`src/rtl/snitch_cluster_perf_cnt.sv`:
```
// ---------------------------------------------------------------------------
// snitch_cluster_perf_cnt
//
// Cluster performance counter block. NumCounters independent counters, each
// of CounterWidth bits, add a software-selected per-cycle event increment.
// Every counter has a threshold interrupt and a sticky overflow flag. An
// optional snapshot bank copies all counters atomically.
//
// Configuration macro:
//   SNITCH_PERF_CNT_SNAPSHOT_EN - when defined, builds the SNAP registers and
//                                 the GLOBAL snapshot trigger. When undefined,
//                                 SNAP_LO/SNAP_HI read the live value and
//                                 GLOBAL bit1 is ignored.
//
// Ports:
//   clk_i     - clock, all state on the rising edge
//   rst_ni    - asynchronous active-low reset
//   events_i  - NumEvents unsigned increments of EventWidth bits each
//   wr_en_i   - register write strobe
//   addr_i    - word address shared by reads and writes
//   wdata_i   - write data
//   rdata_o   - combinational read data for addr_i
//   irq_o     - registered threshold interrupt, one bit per counter
//
// Register map (word addresses):
//   0x000 GLOBAL  bit0 freeze, bit1 snapshot trigger (reads 0)
//   0x001 OVF     sticky overflow per counter, write-1-to-clear
//   0x010+8*i     +0 CTRL (bit0 en, bit1 irq_en, bits15:8 sel)
//                 +1 VAL_LO, +2 VAL_HI, +3 THR_LO, +4 THR_HI,
//                 +5 SNAP_LO, +6 SNAP_HI
// ---------------------------------------------------------------------------
module snitch_cluster_perf_cnt #(
    parameter int NumCounters  = 4,
    parameter int CounterWidth = 48,
    parameter int NumEvents    = 32,
    parameter int EventWidth   = 8
) (
    input  logic                                 clk_i,
    input  logic                                 rst_ni,
    input  logic [NumEvents-1:0][EventWidth-1:0] events_i,
    input  logic                                 wr_en_i,
    input  logic [9:0]                           addr_i,
    input  logic [31:0]                          wdata_i,
    output logic [31:0]                          rdata_o,
    output logic [NumCounters-1:0]               irq_o
);

    localparam int HiWidth  = CounterWidth - 32;
    localparam int SumWidth = CounterWidth + 1;

    logic [NumEvents-1:0][EventWidth-1:0] events_q;
    logic                                 freeze_q;
    logic [NumCounters-1:0]               ovf_q;
    logic [NumCounters-1:0]               en_q;
    logic [NumCounters-1:0]               irq_en_q;
    logic [NumCounters-1:0]               irq_q;
    logic [7:0]                           sel_q [NumCounters];
    logic [CounterWidth-1:0]              cnt_q [NumCounters];
    logic [CounterWidth-1:0]              thr_q [NumCounters];

    logic                                 global_wr;
    logic                                 ovf_wr;
    logic                                 freeze_next;
    logic [NumCounters-1:0]               blk_hit;
    logic [NumCounters-1:0]               ctrl_wr;
    logic [NumCounters-1:0]               val_lo_wr;
    logic [NumCounters-1:0]               val_hi_wr;
    logic [NumCounters-1:0]               thr_lo_wr;
    logic [NumCounters-1:0]               thr_hi_wr;

    logic [EventWidth-1:0]                ev_val [NumCounters];
    logic [NumCounters-1:0]               ev_ok;
    logic [SumWidth-1:0]                  sum    [NumCounters];
    logic [NumCounters-1:0]               inc;
    logic [NumCounters-1:0]               wrap;

`ifdef SNITCH_PERF_CNT_SNAPSHOT_EN
    logic                                 snap_trig;
    logic [CounterWidth-1:0]              snap_q [NumCounters];
`endif

    // Address decode. Each counter owns an 8-word block starting at 0x010,
    // so addr_i[9:3] picks the block (offset by 2) and addr_i[2:0] the
    // register inside it. The effective freeze for this edge follows a
    // same-cycle GLOBAL write so a freeze stops counting on the edge that
    // writes it.
    always_comb begin
        global_wr   = wr_en_i && (addr_i == 10'h000);
        ovf_wr      = wr_en_i && (addr_i == 10'h001);
        freeze_next = global_wr ? wdata_i[0] : freeze_q;
        for (int i = 0; i < NumCounters; i++) begin
            blk_hit[i]   = (addr_i[9:3] == 7'(i + 2));
            ctrl_wr[i]   = wr_en_i && blk_hit[i] && (addr_i[2:0] == 3'd0);
            val_lo_wr[i] = wr_en_i && blk_hit[i] && (addr_i[2:0] == 3'd1);
            val_hi_wr[i] = wr_en_i && blk_hit[i] && (addr_i[2:0] == 3'd2);
            thr_lo_wr[i] = wr_en_i && blk_hit[i] && (addr_i[2:0] == 3'd3);
            thr_hi_wr[i] = wr_en_i && blk_hit[i] && (addr_i[2:0] == 3'd4);
        end
    end

`ifdef SNITCH_PERF_CNT_SNAPSHOT_EN
    assign snap_trig = global_wr && wdata_i[1];
`endif

    // Increment datapath. The event mux scans all legal event indices so an
    // out-of-range sel simply never matches and the counter never moves.
    // The extra sum bit is the carry-out; it only raises an overflow when
    // the increment is actually committed, i.e. not displaced by a write.
    always_comb begin
        for (int i = 0; i < NumCounters; i++) begin
            ev_val[i] = '0;
            ev_ok[i]  = 1'b0;
            for (int e = 0; e < NumEvents; e++) begin
                if (sel_q[i] == 8'(e)) begin
                    ev_val[i] = events_q[e];
                    ev_ok[i]  = 1'b1;
                end
            end
            sum[i]  = {1'b0, cnt_q[i]} + SumWidth'(ev_val[i]);
            inc[i]  = en_q[i] && !freeze_next && ev_ok[i];
            wrap[i] = inc[i] && sum[i][CounterWidth]
                      && !(val_lo_wr[i] || val_hi_wr[i]);
        end
    end

    // Main state. Software writes to VAL win over a same-cycle increment.
    // OVF clears first and then ORs in new wraps, so a wrap coinciding with
    // a W1C leaves the bit set. The interrupt level compares the current
    // registered value and therefore trails the value by one cycle.
    always_ff @(posedge clk_i or negedge rst_ni) begin
        if (!rst_ni) begin
            events_q <= '0;
            freeze_q <= 1'b0;
            ovf_q    <= '0;
            en_q     <= '0;
            irq_en_q <= '0;
            irq_q    <= '0;
            for (int i = 0; i < NumCounters; i++) begin
                sel_q[i] <= '0;
                cnt_q[i] <= '0;
                thr_q[i] <= '0;
            end
        end else begin
            events_q <= events_i;
            freeze_q <= freeze_next;
            ovf_q    <= (ovf_q & ~(ovf_wr ? wdata_i[NumCounters-1:0]
                                          : {NumCounters{1'b0}})) | wrap;
            for (int i = 0; i < NumCounters; i++) begin
                irq_q[i] <= irq_en_q[i] && (cnt_q[i] >= thr_q[i]);
                if (ctrl_wr[i]) begin
                    en_q[i]     <= wdata_i[0];
                    irq_en_q[i] <= wdata_i[1];
                    sel_q[i]    <= wdata_i[15:8];
                end
                if (val_lo_wr[i]) begin
                    cnt_q[i][31:0] <= wdata_i;
                end else if (val_hi_wr[i]) begin
                    cnt_q[i][CounterWidth-1:32] <= wdata_i[HiWidth-1:0];
                end else if (inc[i]) begin
                    cnt_q[i] <= sum[i][CounterWidth-1:0];
                end
                if (thr_lo_wr[i]) begin
                    thr_q[i][31:0] <= wdata_i;
                end else if (thr_hi_wr[i]) begin
                    thr_q[i][CounterWidth-1:32] <= wdata_i[HiWidth-1:0];
                end
            end
        end
    end

`ifdef SNITCH_PERF_CNT_SNAPSHOT_EN
    // Snapshot bank. It copies cnt_q as it stands before the edge, which is
    // the pre-increment value, and shares the edge with any same-write
    // freeze.
    always_ff @(posedge clk_i or negedge rst_ni) begin
        if (!rst_ni) begin
            for (int i = 0; i < NumCounters; i++) begin
                snap_q[i] <= '0;
            end
        end else if (snap_trig) begin
            for (int i = 0; i < NumCounters; i++) begin
                snap_q[i] <= cnt_q[i];
            end
        end
    end
`endif

    assign irq_o = irq_q;

    // Read mux. Unmapped words, including offset 7 of each block and blocks
    // beyond NumCounters, fall through to zero.
    always_comb begin
        rdata_o = '0;
        if (addr_i == 10'h000) begin
            rdata_o = {31'b0, freeze_q};
        end else if (addr_i == 10'h001) begin
            rdata_o = 32'(ovf_q);
        end else begin
            for (int i = 0; i < NumCounters; i++) begin
                if (blk_hit[i]) begin
                    case (addr_i[2:0])
                        3'd0:    rdata_o = {16'b0, sel_q[i], 6'b0, irq_en_q[i], en_q[i]};
                        3'd1:    rdata_o = cnt_q[i][31:0];
                        3'd2:    rdata_o = 32'(cnt_q[i][CounterWidth-1:32]);
                        3'd3:    rdata_o = thr_q[i][31:0];
                        3'd4:    rdata_o = 32'(thr_q[i][CounterWidth-1:32]);
`ifdef SNITCH_PERF_CNT_SNAPSHOT_EN
                        3'd5:    rdata_o = snap_q[i][31:0];
                        3'd6:    rdata_o = 32'(snap_q[i][CounterWidth-1:32]);
`else
                        3'd5:    rdata_o = cnt_q[i][31:0];
                        3'd6:    rdata_o = 32'(cnt_q[i][CounterWidth-1:32]);
`endif
                        default: rdata_o = '0;
                    endcase
                end
            end
        end
    end

endmodule

```
`config.mk`:
```
export PLATFORM = sky130hd
export DESIGN_NAME = snitch_cluster_perf_cnt
export DESIGN_NICKNAME = d
export VERILOG_FILES = /design/src/rtl/snitch_cluster_perf_cnt.sv
export SDC_FILE = /design/constraint.sdc
export NUM_CORES = 2
export LEC_CHECK = 0
export BUFFER_PORTS_ARGS = -buffer_cell sky130_fd_sc_hd__buf_2
export CAP_MARGIN = 0
export CELL_PAD_IN_SITES_DETAIL_PLACEMENT = 1
export CELL_PAD_IN_SITES_GLOBAL_PLACEMENT = 1
export CORE_ASPECT_RATIO = 1.1
export CORE_MARGIN = 2
export CORE_UTILIZATION = 30
export DETAILED_ROUTE_END_ITERATION = 6
export PLACE_DENSITY = 0.64
export SLEW_MARGIN = 40
export SYNTH_ARGS = -nofsm -noshare
export SYNTH_HDL_FRONTEND = slang
export SYNTH_SLANG_ARGS = --single-unit
```
`constraint.sdc`:
```
create_clock -name clk_i -period 5.55 [get_ports clk_i]
set_clock_uncertainty 0.15 [all_clocks]
set_input_delay 0.555 -clock clk_i [delete_from_list [all_inputs] [get_ports clk_i]]
set_output_delay 0.555 -clock clk_i [all_outputs]
set_load 0.05 [all_outputs]
```
==> impl_metrics.env <==
export IMPL_rows=153
export IMPL_antenna_left=0
export IMPL_synth_cells=5541
export IMPL_port_buffers=336
export IMPL_instances_no_fill=8326
export IMPL_synth_common_cells="dfrtp_1 (689), nand2_1 (521), o21ai_0 (494)"
export IMPL_start_util_pct=30.3
export IMPL_synth_async_sr_flop_share_pct=100
export IMPL_status="finished, violations left"
export IMPL_synth_compound_area_share_pct=26.2
export IMPL_synth_distinct_cells=101
export IMPL_yosysWarnings=0
export IMPL_routabilityCongestion=1.04
export IMPL_synth_edf_count=0
export IMPL_cts_sinks=689
export IMPL_grt_setup_unrepaired="no"
export IMPL_vdd_drop_max_mv=0.240
export IMPL_drt_wirelength_per_cell_um=36.5
export IMPL_htreeDepth=3
export IMPL_fin_nets=6675
export IMPL_cts_root_buf="clkbuf_16"
export IMPL_critPathLaunchType="register"
export IMPL_cp_arrival_ns=5.91
export IMPL_routed_via_density=6.29
export IMPL_yosys_cell_count_top_type="dfrtp_1"
export IMPL_clk_pin_slew_worst_paths_ns=0.06
export IMPL_slew_violations=0
export IMPL_r2r_setup_slack_ns=0.16
export IMPL_cp_max_fo=7
export IMPL_yosysSeqAreaShare_pct=35.9
export IMPL_worstMarginPinSlew_ns=1.06
export IMPL_synthDominantCellAreaShare_pct=35.9
export IMPL_dpl_hpwl_um=226000
export IMPL_areaGrowthSynthToFinish_pct=24.2
export IMPL_yosys_area_share_simple_pct=15.5
export IMPL_ioPinCount=337
export IMPL_clk_path_buf_depth=3
export IMPL_clock_latency_ns=0.78
export IMPL_critPathKind="reg2reg"
export IMPL_grt_pass1_wl_um=423000
export IMPL_drt_met1_wl_um=114000
export IMPL_die_y_um=424
export IMPL_hp_class="in2reg"
export IMPL_cp_end_kind="register"
export IMPL_routed_via_count=52362
export IMPL_power_density_nw_per_um2=227
export IMPL_hp_start="wdata_i[23]"
export IMPL_drive_above_1_share_pct=18.6
export IMPL_grt_max_degree=150
export IMPL_ys_flop_type="dfrtp_1"
export IMPL_min_to="thr_q[71]"
export IMPL_power_leakage_nw=25.7
export IMPL_finalWirelength_um=304000
export IMPL_whs_path_depth=3
export IMPL_cp_required_ns=6.06
export IMPL_ys_seq_elements=689
export IMPL_dp_cells=7888
export IMPL_die_w_um=385
export IMPL_timing_rr_start="sel_q[6]"
export IMPL_max_freq_mhz=185
export IMPL_r2r_end="cnt_q[42]"
export IMPL_setup_violations=0
export IMPL_timing_slew_headroom_pct=28.6
export IMPL_post_route_min_period_ns=5.39
export IMPL_post_route_period_util_pct=97.2
export IMPL_synth_top_family_by_area="compound AO/OA/AOI/OAI gates"
export IMPL_dr_wl_met3_um=21300
export IMPL_reg2regPathDepth=14
export IMPL_core_um2=159000
export IMPL_synth_area_leader_cell="dfrtp_1"
export IMPL_drtPass1Iterations=7
export IMPL_drt_iter0_drc=5521
export IMPL_synth_adder_area_share_pct=6.00
export IMPL_tns_ns=0
export IMPL_cts_tree="done"
export IMPL_yosys_area_share_xor_xnor_pct=0.693
export IMPL_violations="DRC"
export IMPL_cts_made_buffers=85
export IMPL_grt_antenna_before_repair=31
export IMPL_syn_nets=6070
export IMPL_grt_pass1_vias=52826
export IMPL_dieArea_um2=163000
export IMPL_wl_met2_um=136000
export IMPL_syn_avg_cell_area_um2=8.66
export IMPL_netlist_area_um2=48000
export IMPL_cap_violations=0
export IMPL_crit_start="sel_q[6]"
export IMPL_remaining_drc_errors=2
export IMPL_muxShareOfSynthArea_pct=10.1
export IMPL_grt_ovfl_total=0
export IMPL_synthTopCellsByArea="dfrtp_1 (36%), ha_1 (5.8%), o21ai_0 (5.1%)"
export IMPL_top_layer="met5"
export IMPL_grt_util_all_layers_pct=36.7
export IMPL_hold_viol=0
[worst max-delay path by stage]
stage                            to
final                     cnt_q[42]
after global routing      cnt_q[42]
after CTS                  ovf_q[3]
after detailed placement   ovf_q[3]
after global placement     ovf_q[3]
after floorplan           cnt_q[42]
[critical path, stage by stage (launching register included)]
cell and delay [ns]:
dfrtp_1 0.46, or4_1 0.75, nor2_1 0.61, o21ai_0 0.18, nand2_1 0.11, o211ai_1 0.12
a221oi_1 0.72, a21oi_1 0.20, ha_1 0.39, o2111ai_1 0.20, and3_1 0.27, nor3_1 0.26
nand2_1 0.19, or4_1 0.55, a21oi_1 0.14
[layout by cell type, fill, tap and decap left out, types with 29 or more instances in the layout]
master / count
mux4_2: 58
dfrtp_1: 677
a221oi_1: 86
a21o_1: 71
nor4_1: 31
clkbuf_16: 85
a22oi_1: 88
nand2_1: 521
dlygate4sd3_1: 257
nor2_1: 358
and2_1: 31
o221ai_1: 36
nand4_1: 85
a22o_1: 29
o22ai_1: 145
buf_2: 309
ha_1: 224
mux2_2: 181
o211ai_1: 53
nor3_1: 96
nand3_1: 164
buf_4: 333
mux2i_1: 151
inv_1: 252
and3_1: 51
a211oi_1: 55
a31oi_1: 78
nand2b_1: 34
nor2b_1: 49
a21oi_1: 482
o21ai_0: 492
buf_12: 37
[power breakdown]
part / internal (mW) / switching [mW] / leakage, nW
clock network: 3.49 / 2.60 / 1.43
registers: 5.16 / 0.456 / 8.47
logic: 0.654 / 1.14 / 15.8
total: 9.31 / 4.20 / 25.7
[logic make-up (layout without fill, tap and decap cells)]
kind of cell / count (synthesis) / count (layout)
AO/OA/AOI/OAI: 1956 / 1956
XOR/XNOR: 38 / 38
adder cells (fa/ha/maj): 228 / 228
buffers and inverters: 679 / 1351
flip-flops: 689 / 689
multiplexers: 391 / 391
other: 0 / 21
AND/OR/NAND/NOR: 1560 / 1560
[per-stage QoR]
stage	setup WS (ns)	hold slack (ns)	power [mW]	cell area [um2]	util, %
6_report	0.156	0.0940	13.5	59600	37.6
5_1_grt	0.00111	0.0744	13.9	59600	37.6
4_1_cts	0.244	0.0650	13.5	59400	37.5
3_5_place_dp	0.277	0.329	7.23	53900	34.0
3_3_place_gp	0.266	0.321	7.21	53800	33.9
2_1_floorplan	0.920	0.109	6.10	48000	-
[state kept, by name (all words and copies together), names as in the netlist]
signal,cells
events_q,256
cnt_q,192
thr_q,192
sel_q,32
en_q,4
irq_en_q,4
irq_o,4
ovf_q,4
freeze_q,1
[metal layers]
layer | vias to the layer above | track usage [%]
li1 | 22006 | -
met1 | 26403 | 42.9
met2 | 2865 | 56.7
met3 | 1070 | 7.28
met4 | 18 | 32.6
met5 | - | 0
[area by class of cell]
class | instances | area (um2)
Clock buffer | 117 | 2380
Timing Repair Buffer | 941 | 7480
Antenna cell | 21 | 52.6
Clock inverter | 37 | 557
Inverter | 256 | 961
Fill cell | 18483 | 98900
Sequential cell | 689 | 17300
Multi-Input combinational cell | 4173 | 28300
Tap cell | 2092 | 2620
[what timing repair did]
action / 4_1_cts / 5_1_grt
endpoints found under the setup margin: 0 / 28
resized for setup: 0 / 10
hold buffers: 257 / 0
hold endpoints to repair: 318 / 0
buffers inserted: 0 / 4
(Power assumes the default switching activity.)
